**config.mk**
```make
export PLATFORM = sky130hd
export DESIGN_NAME = clk_gate_ctrl
export DESIGN_NICKNAME = d
export VERILOG_FILES = /design/src/rtl/clk_gate_ctrl.sv
export SDC_FILE = /design/constraint.sdc
export NUM_CORES = 1
export LEC_CHECK = 0
export ABC_CLOCK_PERIOD_IN_PS = 1800
export BUFFER_PORTS_ARGS = -buffer_cell sky130_fd_sc_hd__clkbuf_2
export CAP_MARGIN = 30
export CORE_AREA = 2 2 50 52
export DETAILED_ROUTE_END_ITERATION = 7
export DIE_AREA = 0 0 52 54
export GPL_ROUTABILITY_DRIVEN = 0
export PLACE_DENSITY = 0.66
export SYNTH_ARGS = -nofsm -noshare
export SYNTH_HDL_FRONTEND = slang
export SYNTH_SLANG_ARGS = --single-unit
```
**constraint.sdc**
```tcl
create_clock -name CLK -period 1.8 [get_ports CLK]
set_input_delay 0.36 -clock CLK [delete_from_list [all_inputs] [get_ports CLK]]
set_output_delay 0.36 -clock CLK [all_outputs]
set_load 0.05 [all_outputs]
```
**src/rtl/clk_gate_ctrl.sv**
```systemverilog
// clk_gate_ctrl: sequences a clock-gate enable with wake settle and idle timeout for shared requesters
module clk_gate_ctrl #(
  parameter int NUM_REQ     = 4,
  parameter int WAKE_CYCLES = 2,
  parameter int IDLE_CYCLES = 8,
  parameter int CNT_W       = 4
) (
  input  logic               CLK,
  input  logic               RST,
  input  logic [NUM_REQ-1:0] REQ,
  input  logic               FORCE_ON,
  output logic               CLK_EN,
  output logic [NUM_REQ-1:0] ACK,
  output logic               GATE_ON,
  output logic [7:0]         WAKE_EVENTS
);
  typedef enum logic [1:0] {OFF, WAKE, ON, IDLE} state_t;
  state_t state, state_nx;
  logic [CNT_W-1:0] cnt, cnt_nx;
  logic any_req;
  assign any_req = (|REQ) | FORCE_ON;
  always_comb begin
    state_nx = state;
    cnt_nx   = cnt;
    case (state)
      OFF: if (any_req) begin
        state_nx = WAKE;
        cnt_nx   = '0;
      end
      WAKE: begin
        cnt_nx   = cnt + 1'b1;
        state_nx = (cnt == CNT_W'(WAKE_CYCLES - 1)) ? ON : WAKE;
      end
      ON: if (!any_req) begin
        state_nx = IDLE;
        cnt_nx   = '0;
      end
      IDLE: begin
        cnt_nx   = any_req ? cnt : cnt + 1'b1;
        state_nx = any_req ? ON : (cnt == CNT_W'(IDLE_CYCLES - 1)) ? OFF : IDLE;
      end
      default: state_nx = OFF;
    endcase
  end
  // Outputs are registered from next_state so they align with the state they describe
  always_ff @(posedge CLK or posedge RST) begin
    if (RST) begin
      state       <= OFF;
      cnt         <= '0;
      CLK_EN      <= 1'b0;
      ACK         <= '0;
      GATE_ON     <= 1'b0;
      WAKE_EVENTS <= '0;
    end else begin
      state       <= state_nx;
      cnt         <= cnt_nx;
      CLK_EN      <= state_nx != OFF;
      ACK         <= (state_nx == ON) ? REQ : '0;
      GATE_ON     <= (state_nx == ON) || (state_nx == IDLE);
      WAKE_EVENTS <= (state == OFF && any_req && WAKE_EVENTS != 8'hff) ? WAKE_EVENTS + 8'd1 : WAKE_EVENTS;
    end
  end
endmodule

```
* Word-level counts from Yosys, hierarchy flattened
Cells that the tools add are included.
Cells by class: $add $sub $neg 2, equality and inequality tests 11, multiplexer cells 11, bitwise gates (word level) 1, reduce and logical (&&, ||, !) cells 7
Operator list (count):
- 4-bit two-way mux | 4
- 4-bit one-hot mux with 4 select lines | 1
- 2-bit two-way mux | 5
- 8-bit by 1-bit adder with 8-bit output (second input constant) | 1
- 2-bit equality test (second input constant) | 4
- 8-bit inequality test (second input constant) | 1
- 2-bit one-hot mux with 4 select lines | 1
- 2-bit inequality test (second input constant) | 3
- 4-bit by 1-bit adder with 4-bit output (second input constant) | 1
- 4-bit by 1-bit equality test with 1-bit output (second input constant) | 1
- 4-bit by 3-bit equality test with 1-bit output (second input constant) | 1
- 4-bit OR reduction | 1
- 3-bit AND reduction | 1
- 2-bit by 1-bit equality test with 1-bit output (second input constant) | 1
- 1-bit logical AND | 2
- 2-bit logical NOT | 1
- 2-bit nonzero test | 1
- 1-bit logical OR | 1
- 1-bit bitwise OR | 1
Storage, ports and cells: register bits 20, input bits 7, output and inout port bits 14, word-level logic and storage cells 38

* Logic depth before layout (Yosys ltp)
Gate-level depths: netlist (run 1).
depth after elaboration 6, mapped depth 5, gate-level depth less buffers 5

* Worst setup path after synthesis (run 1)
OpenSTA, ideal clock, no wires.
path kind input port to flip-flop, from in REQ[0], to reg cnt[3], library setup time 126 ps, data arrival time 1610 ps, setup slack 64 ps, stages on the path 4, path buffers 0, cell sequence or4_4 -> o21ai_4 -> a21bo_1 -> a221o_1
Between the ends: word-level cells in the longest chain between the ends 4
Ends and longest elaborated chain:
- start, declared | RTL line 10 | input logic [NUM_REQ-1:0] REQ,
- 4-bit OR reduction * | RTL line 21 | assign any_req = (|REQ) | FORCE_ON;
- 1-bit bitwise OR * | RTL line 21
- 2-bit inequality test (no line)
- 3-bit AND reduction (no line) *
- end signal, assigned | RTL line 56 | cnt <= cnt_nx;
- end, declared | RTL line 19 | logic [CNT_W-1:0] cnt, cnt_nx;
Every way passes the cells marked *; elsewhere a longest branch is shown, timed or not. A chain may end at the register's enable or synchronous reset.

* Worst setup path in the final report (run 1)
from reg state[0], to reg WAKE_EVENTS[7]
Between the ends: word-level cells in the longest chain between the ends 3
Ends and longest elaborated chain:
- start, declared | RTL line 18 | state_t state, state_nx;
- start signal, assigned | RTL line 55 | state <= state_nx;
- 2-bit logical NOT | RTL line 60 | WAKE_EVENTS <= (state == OFF && any_req && WAKE_EVENTS != 8'hff) ? WAKE_EVENTS + 8'd1 : WAKE_EVENTS;
- 1-bit logical AND (2 in series) | RTL line 60
- end signal, assigned | RTL line 60
- end, declared | RTL line 15 | output logic [7:0] WAKE_EVENTS
Every way passes these cells.

==> impl_metrics.csv, run 1 <==
group,metric,value,unit
power_and_ir_drop,seq_power_share,62.0,%
route,drtIter0Drc,7,
route,vias,832,
cells_and_area,fin_nets,141,
logic_synthesis,syn_nets,112,
place,post-place-cells,156,
grt,grt_use_met1,18.6,%
cts,cts_made_buffers,3,
floorplanning,rows,18,
cts,clock_path_buffers,2,
timing,hold_violations,0,
timing,slew_viol_final,0,
grt,grt_overflow,0,
timing,worstMarginPinSlew,0.312,ns
cells_and_area,final_cell_mix,"20 x clkbuf_2, 19 x dfrtp_1, 13 x nor2_1, 11 x nand2_1, 10 x nand3_1",
status,outcome,"finished, final reports clean",
place,portBuffers,20,
route,ant_nets,0,
cts,cts.reportedPaths.clkPinSlew,0.11,ns
floorplanning,io_pins,21,
grt,grt_use_total,16.7,%
grt,grt_max_degree,20,
setup_path,end_kind,"register",
power_and_ir_drop,power_switching,0.168,mW
logic_synthesis,avgSynthCellArea,9.57,µm²
setup_path,timing.rr.end,"WAKE_EVENTS[7]$_DFFE_PP0P_",
power_and_ir_drop,ir_worst_vdd,0.000349,V
route,drc_errors,0,
floorplanning,core,0.00232,mm²
timing,rsz0062_at_grt,"no",
cells_and_area,drive_gt1_share,26.9,%
cells_and_area,final_common_cell,"clkbuf_2",
setup_path,rr_startpoint,"state[0]$_DFF_PP0_",
logic_synthesis,synth-warning-count,0,
grt,top_usage_layer,"met2",
route,routed_wl,2000,µm
floorplanning,fp.dieW,52,µm
power_and_ir_drop,intPower,0.536,mW
power_and_ir_drop,p_sw_share,23.8,%
floorplanning,dieArea,0.00281,mm²
power_and_ir_drop,power,0.704,mW
logic_synthesis,synth_cell_types,30,
setup_path,reg2reg_depth,5,
cts,holdBufCountCts,0,
power_and_ir_drop,power_leakage,0.569,nW
logic_synthesis,ys_seq_area_share,48.7,%
cells_and_area,final_area,0.00118,mm²
timing,final.min_clock_period,1.58,ns
setup_path,path_class,"register to register",
place,dpl-instance-area,0.00115,mm²
cells_and_area,num_antenna_cells,0,
floorplanning,die_h,54,µm
timing,clock_skew,0.00565,ns
cts,cts_root_buf,"clkbuf_4",
setup_path,cp_max_fo,8,
route,via_per_inst,5.20,
logic_synthesis,netlist_area,976,µm²
cells_and_area,area_growth_syn_to_layout,20.6,%
floorplanning,start_util,42.1,%
route,wl_per_cell,12.5,µm
power_and_ir_drop,power.share.clock,29.7,%
grt,grt.met3_usage,2.50,%
cells_and_area,multi_input_area,482,µm²
power_and_ir_drop,powerDensity,598,mW/mm²
cts,clk_latency,0.29,ns
grt,met2_usage,31.6,%
grt,grt_pass1_vias,838,
cts,numClockSinks,19,
grt,grt_pass1_wl,3490,µm
cells_and_area,finalNonFillerCells,160,
place,dp_hpwl,1490,µm
timing,timing.final.crit_share,87.9,%
hold_path,hold_class,"input port to asynchronous set/reset pin",
timing,setup_viol,0,
timing,relSlewSlack,79.0,%
grt,antenna_found_initial,0,
timing,max_freq,632,MHz
logic_synthesis,syn-instance-count,102,
cts,cts_repair_resize_count,0,
cts,cts_setup_buffers,0,
job,cap_viol_max_count,0,
logic_synthesis,ys_ff_latch,19,
setup_path,critPathArrivalTime,1.80,ns
power_and_ir_drop,combPwrFrac,8.3,%
setup_path,required,2.02,ns
setup_path,r2r_setup_slack,0.22,ns
cts,htreeDepth,1,
cells_and_area,fillers,233,
cells_and_area,regArea,475,µm²
cts,tritoncts,"built",
route,drt_first_pass_iters,4,
setup_path,cp-start-kind,"register",
[worst max-delay path by stage]
stage                       startpoint                    endpoint  slack (ns)
finish              state[0]$_DFF_PP0_  WAKE_EVENTS[7]$_DFFE_PP0P_        0.22
global route        state[0]$_DFF_PP0_  WAKE_EVENTS[5]$_DFFE_PP0P_        0.07
CTS                 state[0]$_DFF_PP0_  WAKE_EVENTS[7]$_DFFE_PP0P_        0.20
detailed placement              REQ[0]          cnt[3]$_DFFE_PP0P_       -0.06
global placement                REQ[0]          cnt[3]$_DFFE_PP0P_       -0.03
floorplan                       REQ[0]          cnt[3]$_DFFE_PP0P_        0.06
[sequential cells by signal, summed over array words and instances (netlist names)]
| name | flops |
|---|---|
| WAKE_EVENTS | 8 |
| ACK | 4 |
| cnt | 4 |
| CLK_EN | 1 |
| GATE_ON | 1 |
| state | 1 |
[cell usage after synthesis]
| cell | n | share of area (%) |
|---|---|---|
| and2_1 | 3 | 1.9 |
| nor2_1 | 13 | 5.0 |
| o21ai_0 | 2 | 1.0 |
| inv_1 | 3 | 1.2 |
| and2_2 | 1 | 0.77 |
| clkbuf_1 | 2 | 0.77 |
| mux2_1 | 1 | 1.2 |
| and3_1 | 1 | 0.64 |
| o21ai_2 | 1 | 0.90 |
| nand4_1 | 1 | 0.64 |
| o211ai_1 | 2 | 1.5 |
| ha_1 | 3 | 3.8 |
| a21oi_1 | 5 | 2.6 |
| nor4_1 | 2 | 1.3 |
| a221o_1 | 1 | 1.0 |
| a21bo_1 | 1 | 1.0 |
| a31oi_1 | 2 | 1.3 |
| nand2_1 | 11 | 4.2 |
| nor2b_1 | 2 | 1.3 |
| nor3_1 | 3 | 1.5 |
| o221ai_1 | 2 | 1.8 |
| or2_2 | 1 | 0.64 |
| xor2_1 | 5 | 4.5 |
| dfrtp_1 | 19 | 49 |
| mux2i_1 | 1 | 1.0 |
| or4_4 | 1 | 1.2 |
| nand3_1 | 10 | 5.1 |
| o21ai_4 | 1 | 1.7 |
| mux2_2 | 1 | 1.2 |
| nand2b_1 | 1 | 0.64 |
[cell families (layout without fill, tap and decap cells)]
logic type	Yosys count	count (layout)	share of synthesized area, %
adder cells (fa/ha/maj)	3	3	3.85
flip-flops	19	19	48.7
AO/OA/AOI/OAI	17	17	12.8
AND/OR/NAND/NOR	50	50	24.9
buffers and inverters	5	33	1.92
XOR/XNOR	5	5	4.49
multiplexers	3	3	3.33
[power by group through the flow]
stage               clock network (mW)  registers [mW]  logic [mW]
floorplan                            0           0.463      0.0182
global placement                     0           0.444      0.0578
detailed placement                   0           0.445      0.0594
CTS                              0.223           0.436      0.0600
global route                     0.234           0.437      0.0638
finish                           0.209           0.436      0.0586
[area by class of cell]
cell class                      instances  area share, %
Clock buffer                            4           2.23
Inverter                                3          0.956
Multi-Input combinational cell         78           40.9
Sequential cell                        19           40.4
Tap cell                               30           3.19
Timing Repair Buffer                   26           12.3
[per-layer routing]
metal | wire [µm] | vias to the layer above
li1 | - | 415
met1 | 874 | 404
met2 | 1060 | 11
met3 | 53 | 2
met4 | 12 | 0
met5 | 0 | -
[metrics by stage]
| stage | utilization [%] | setup slack (ns) | hold WS, ns | TNS, ns |
|---|---|---|---|---|
| after global routing | 50.8 | 0.0663 | 0.0794 | 0 |
| final | 50.8 | 0.217 | 0.0599 | 0 |
| after global placement | 49.6 | -0.0330 | 0.373 | -0.0330 |
| after CTS | 50.8 | 0.203 | 0.0617 | 0 |
| after floorplan | - | 0.0643 | 0.311 | 0 |
| after detailed placement | 49.6 | -0.0603 | 0.384 | -0.0603 |
[worst max-delay path, stage by stage, from the launching register on]
cell and delay, ns:
dfrtp_1 0.48, nor2_1 0.27, o21ai_2 0.11, buf_4 0.15
nor4_1 0.33, xor2_1 0.17
No activity file was read; power rests on OpenSTA's default activity.
==> run 2, diff against run 1 <==
==> config.mk (replaced) <==
export PLATFORM = sky130hd
export DESIGN_NAME = clk_gate_ctrl
export DESIGN_NICKNAME = d
export VERILOG_FILES = /design/src/rtl/clk_gate_ctrl.sv
export SDC_FILE = /design/constraint.sdc
export NUM_CORES = 1
export LEC_CHECK = 0
export ABC_CLOCK_PERIOD_IN_PS = 1800
export BUFFER_PORTS_ARGS = -buffer_cell sky130_fd_sc_hd__buf_2
export CAP_MARGIN = 30
export CORE_AREA = 5 5 53 55
export DETAILED_ROUTE_END_ITERATION = 7
export DIE_AREA = 0 0 58 60
export GPL_ROUTABILITY_DRIVEN = 0
export PLACE_DENSITY = 0.66
export REMOVE_ABC_BUFFERS = 1
export SYNTH_ARGS = -nofsm -noshare
export SYNTH_HDL_FRONTEND = slang
export SYNTH_SLANG_ARGS = --single-unit
==> run 2 against run 1 <==
  * Sequential cell count is the same
  * Register-to-register slack lost 0.02 ns
  * Design area is the same
  * Combinational power shrank 0.7%
  * Largest power group unchanged
  * Sequential power is essentially flat
  * Wire length grew 2.7%
  * Global-route usage shrank 4.3 points
  * Final cell count is the same
  * Via count shrank 0.72%
  * Critical path depth is the same
  * Clock skew shrank 0.0049 ns
==> impl_metrics.csv, run 2 (synthesized netlist as in run 1, its figures left out) <==
group,metric,value,unit
route,ant_nets,0,
grt,antenna_found_initial,0,
cts,clk_latency,0.29,ns
timing,hold_slack,0.0651,ns
cells_and_area,num_antenna_cells,0,
cts,numClockSinks,19,
route,drtIter0Drc,12,
cts,cts_root_buf,"clkbuf_4",
timing,hold_violations,0,
route,vias,826,
setup_path,cp-start-kind,"register",
setup_path,cp_top_family,"simple AND/OR/NAND/NOR gates",
timing,clock_skew,0.000696,ns
grt,grt_pass1_vias,752,
grt,top_usage_layer,"met2",
cells_and_area,final_common_cell,"buf_2",
setup_path,end_kind,"register",
cells_and_area,area_growth_syn_to_layout,20.6,%
cells_and_area,fin_util,50.3,%
cells_and_area,top_register,"WAKE_EVENTS",
power_and_ir_drop,powerDensity,601,mW/mm²
grt,grt.met3_usage,2.59,%
route,drt_first_pass_iters,4,
setup_path,critPathArrivalTime,1.83,ns
timing,timing.final.crit_share,89.2,%
status,outcome,"finished, final reports clean",
timing,worst_slack,0.194,ns
setup_path,crit_chain,"nor2_1 > o21ai_2 > buf_4 > nor4_1 > xor2_1",
hold_path,hold_class,"input port to asynchronous set/reset pin",
grt,grt_use_total,12.4,%
cells_and_area,final_cell_mix,"20 x buf_2, 19 x dfrtp_1, 13 x nor2_1, 11 x nand2_1, 10 x nand3_1",
floorplanning,die_h,60,µm
floorplanning,dieArea,0.00348,mm²
timing,slew_viol_final,0,
cts,cts_made_buffers,3,
floorplanning,fp.dieW,58,µm
setup_path,cp_max_fo,8,
cells_and_area,largest_registers,"WAKE_EVENTS: 8 flops, ACK: 4 flops, cnt: 4 flops",
cts,clock_path_buffers,2,
cells_and_area,fin_nets,141,
setup_path,cp_num_buf_inv,1,
grt,grt_max_degree,20,
route,drc_errors,0,
cells_and_area,largest_reg_flops,8,
cts,cts_setup_buffers,0,
cts,cts_repair_resize_count,0,
timing,setup_viol,0,
setup_path,path_class,"register to register",
cts,htreeDepth,1,
grt,grt_use_met1,14.4,%
setup_path,r2r_setup_slack,0.19,ns
route,wl_per_cell,12.8,µm
cts,tritoncts,"built",
cts,holdBufCountCts,0,
job,cap_viol_max_count,0,
grt,met2_usage,22.3,%
power_and_ir_drop,ir_worst_vdd,0.000392,V
cts,cts.reportedPaths.clkPinSlew,0.10,ns
cells_and_area,fillers,229,
floorplanning,io_pins,21,
setup_path,slowest_delay,0.48,ns
timing,max_freq,623,MHz
floorplanning,core,0.00234,mm²
route,routed_wl,2050,µm
place,dp_hpwl,1530,µm
place,place_ws,-0.0753,ns
timing,relSlewSlack,77.9,%
timing,worstMarginPinSlew,0.328,ns
power_and_ir_drop,power_leakage,0.572,nW
floorplanning,rows,18,
power_and_ir_drop,power,0.707,mW
grt,grt_pass1_wl,3320,µm
floorplanning,start_util,41.7,%
grt,grt_overflow,0,
route,via_per_inst,5.16,
timing,final.min_clock_period,1.61,ns
place,portBuffers,20,
setup_path,required,2.02,ns
timing,rsz0062_at_grt,"no",
setup_path,cpMaxStageDelayCell,"dfrtp_1",
cells_and_area,drive_gt1_share,26.9,%
## run 2: path summary, 6_finish.rpt
| path | from | end | cells after the start |
|---|---|---|---|
| setup / recovery | state[0]$_DFF_PP0_ | WAKE_EVENTS[7]$_DFFE_PP0P_ | 5 |
| hold / removal | RST | WAKE_EVENTS[4]$_DFFE_PP0P_ | 3 |
| hold reg to reg | WAKE_EVENTS[5]$_DFFE_PP0P_ | WAKE_EVENTS[5]$_DFFE_PP0P_ | 1 |
| min in group CLK | REQ[2] | ACK[2]$_DFF_PP0_ | 2 |
| max in group asynchronous | RST | cnt[0]$_DFFE_PP0P_ | 3 |
| setup reg to reg | state[0]$_DFF_PP0_ | WAKE_EVENTS[7]$_DFFE_PP0P_ | 5 |
## run 2: metal layers
layer	wire length (µm)	part of all wire [%]	vias up
met3	98	4.8	4
met5	0	0	-
met4	19	0.93	0
met1	914	44	393
li1	-	-	416
met2	1020	50	13
## run 2: final cells by class
type                            count  area, µm²  area share [%]
Multi-Input combinational cell     78        482            40.9
Sequential cell                    19        475            40.4
Timing Repair Buffer               26        145            12.3
Tap cell                           30       37.5            3.19
Clock buffer                        4       26.3            2.23
Inverter                            3       11.3           0.956
## run 2: tightest hold or removal path, cell delays in order
cell and delay, ns:
buf_2 0.09, inv_1 0.04, buf_4 0.25
## run 2: through the flow
step / instances / setup TNS, ns / instance area (µm²)
3_3_place_gp: 156 / -0.0489 / 1150
5_1_grt: 160 / 0 / 1180
2_1_floorplan: 100 / 0 / 968
4_1_cts: 160 / 0 / 1180
3_5_place_dp: 156 / -0.0753 / 1150
6_report: 160 / 0 / 1180
## run 2: power breakdown
group,total (mW),switching [mW],internal (mW)
Sequential,0.436,0.00325,0.433
Clock,0.213,0.127,0.0862
Combinational,0.0582,0.0407,0.0175
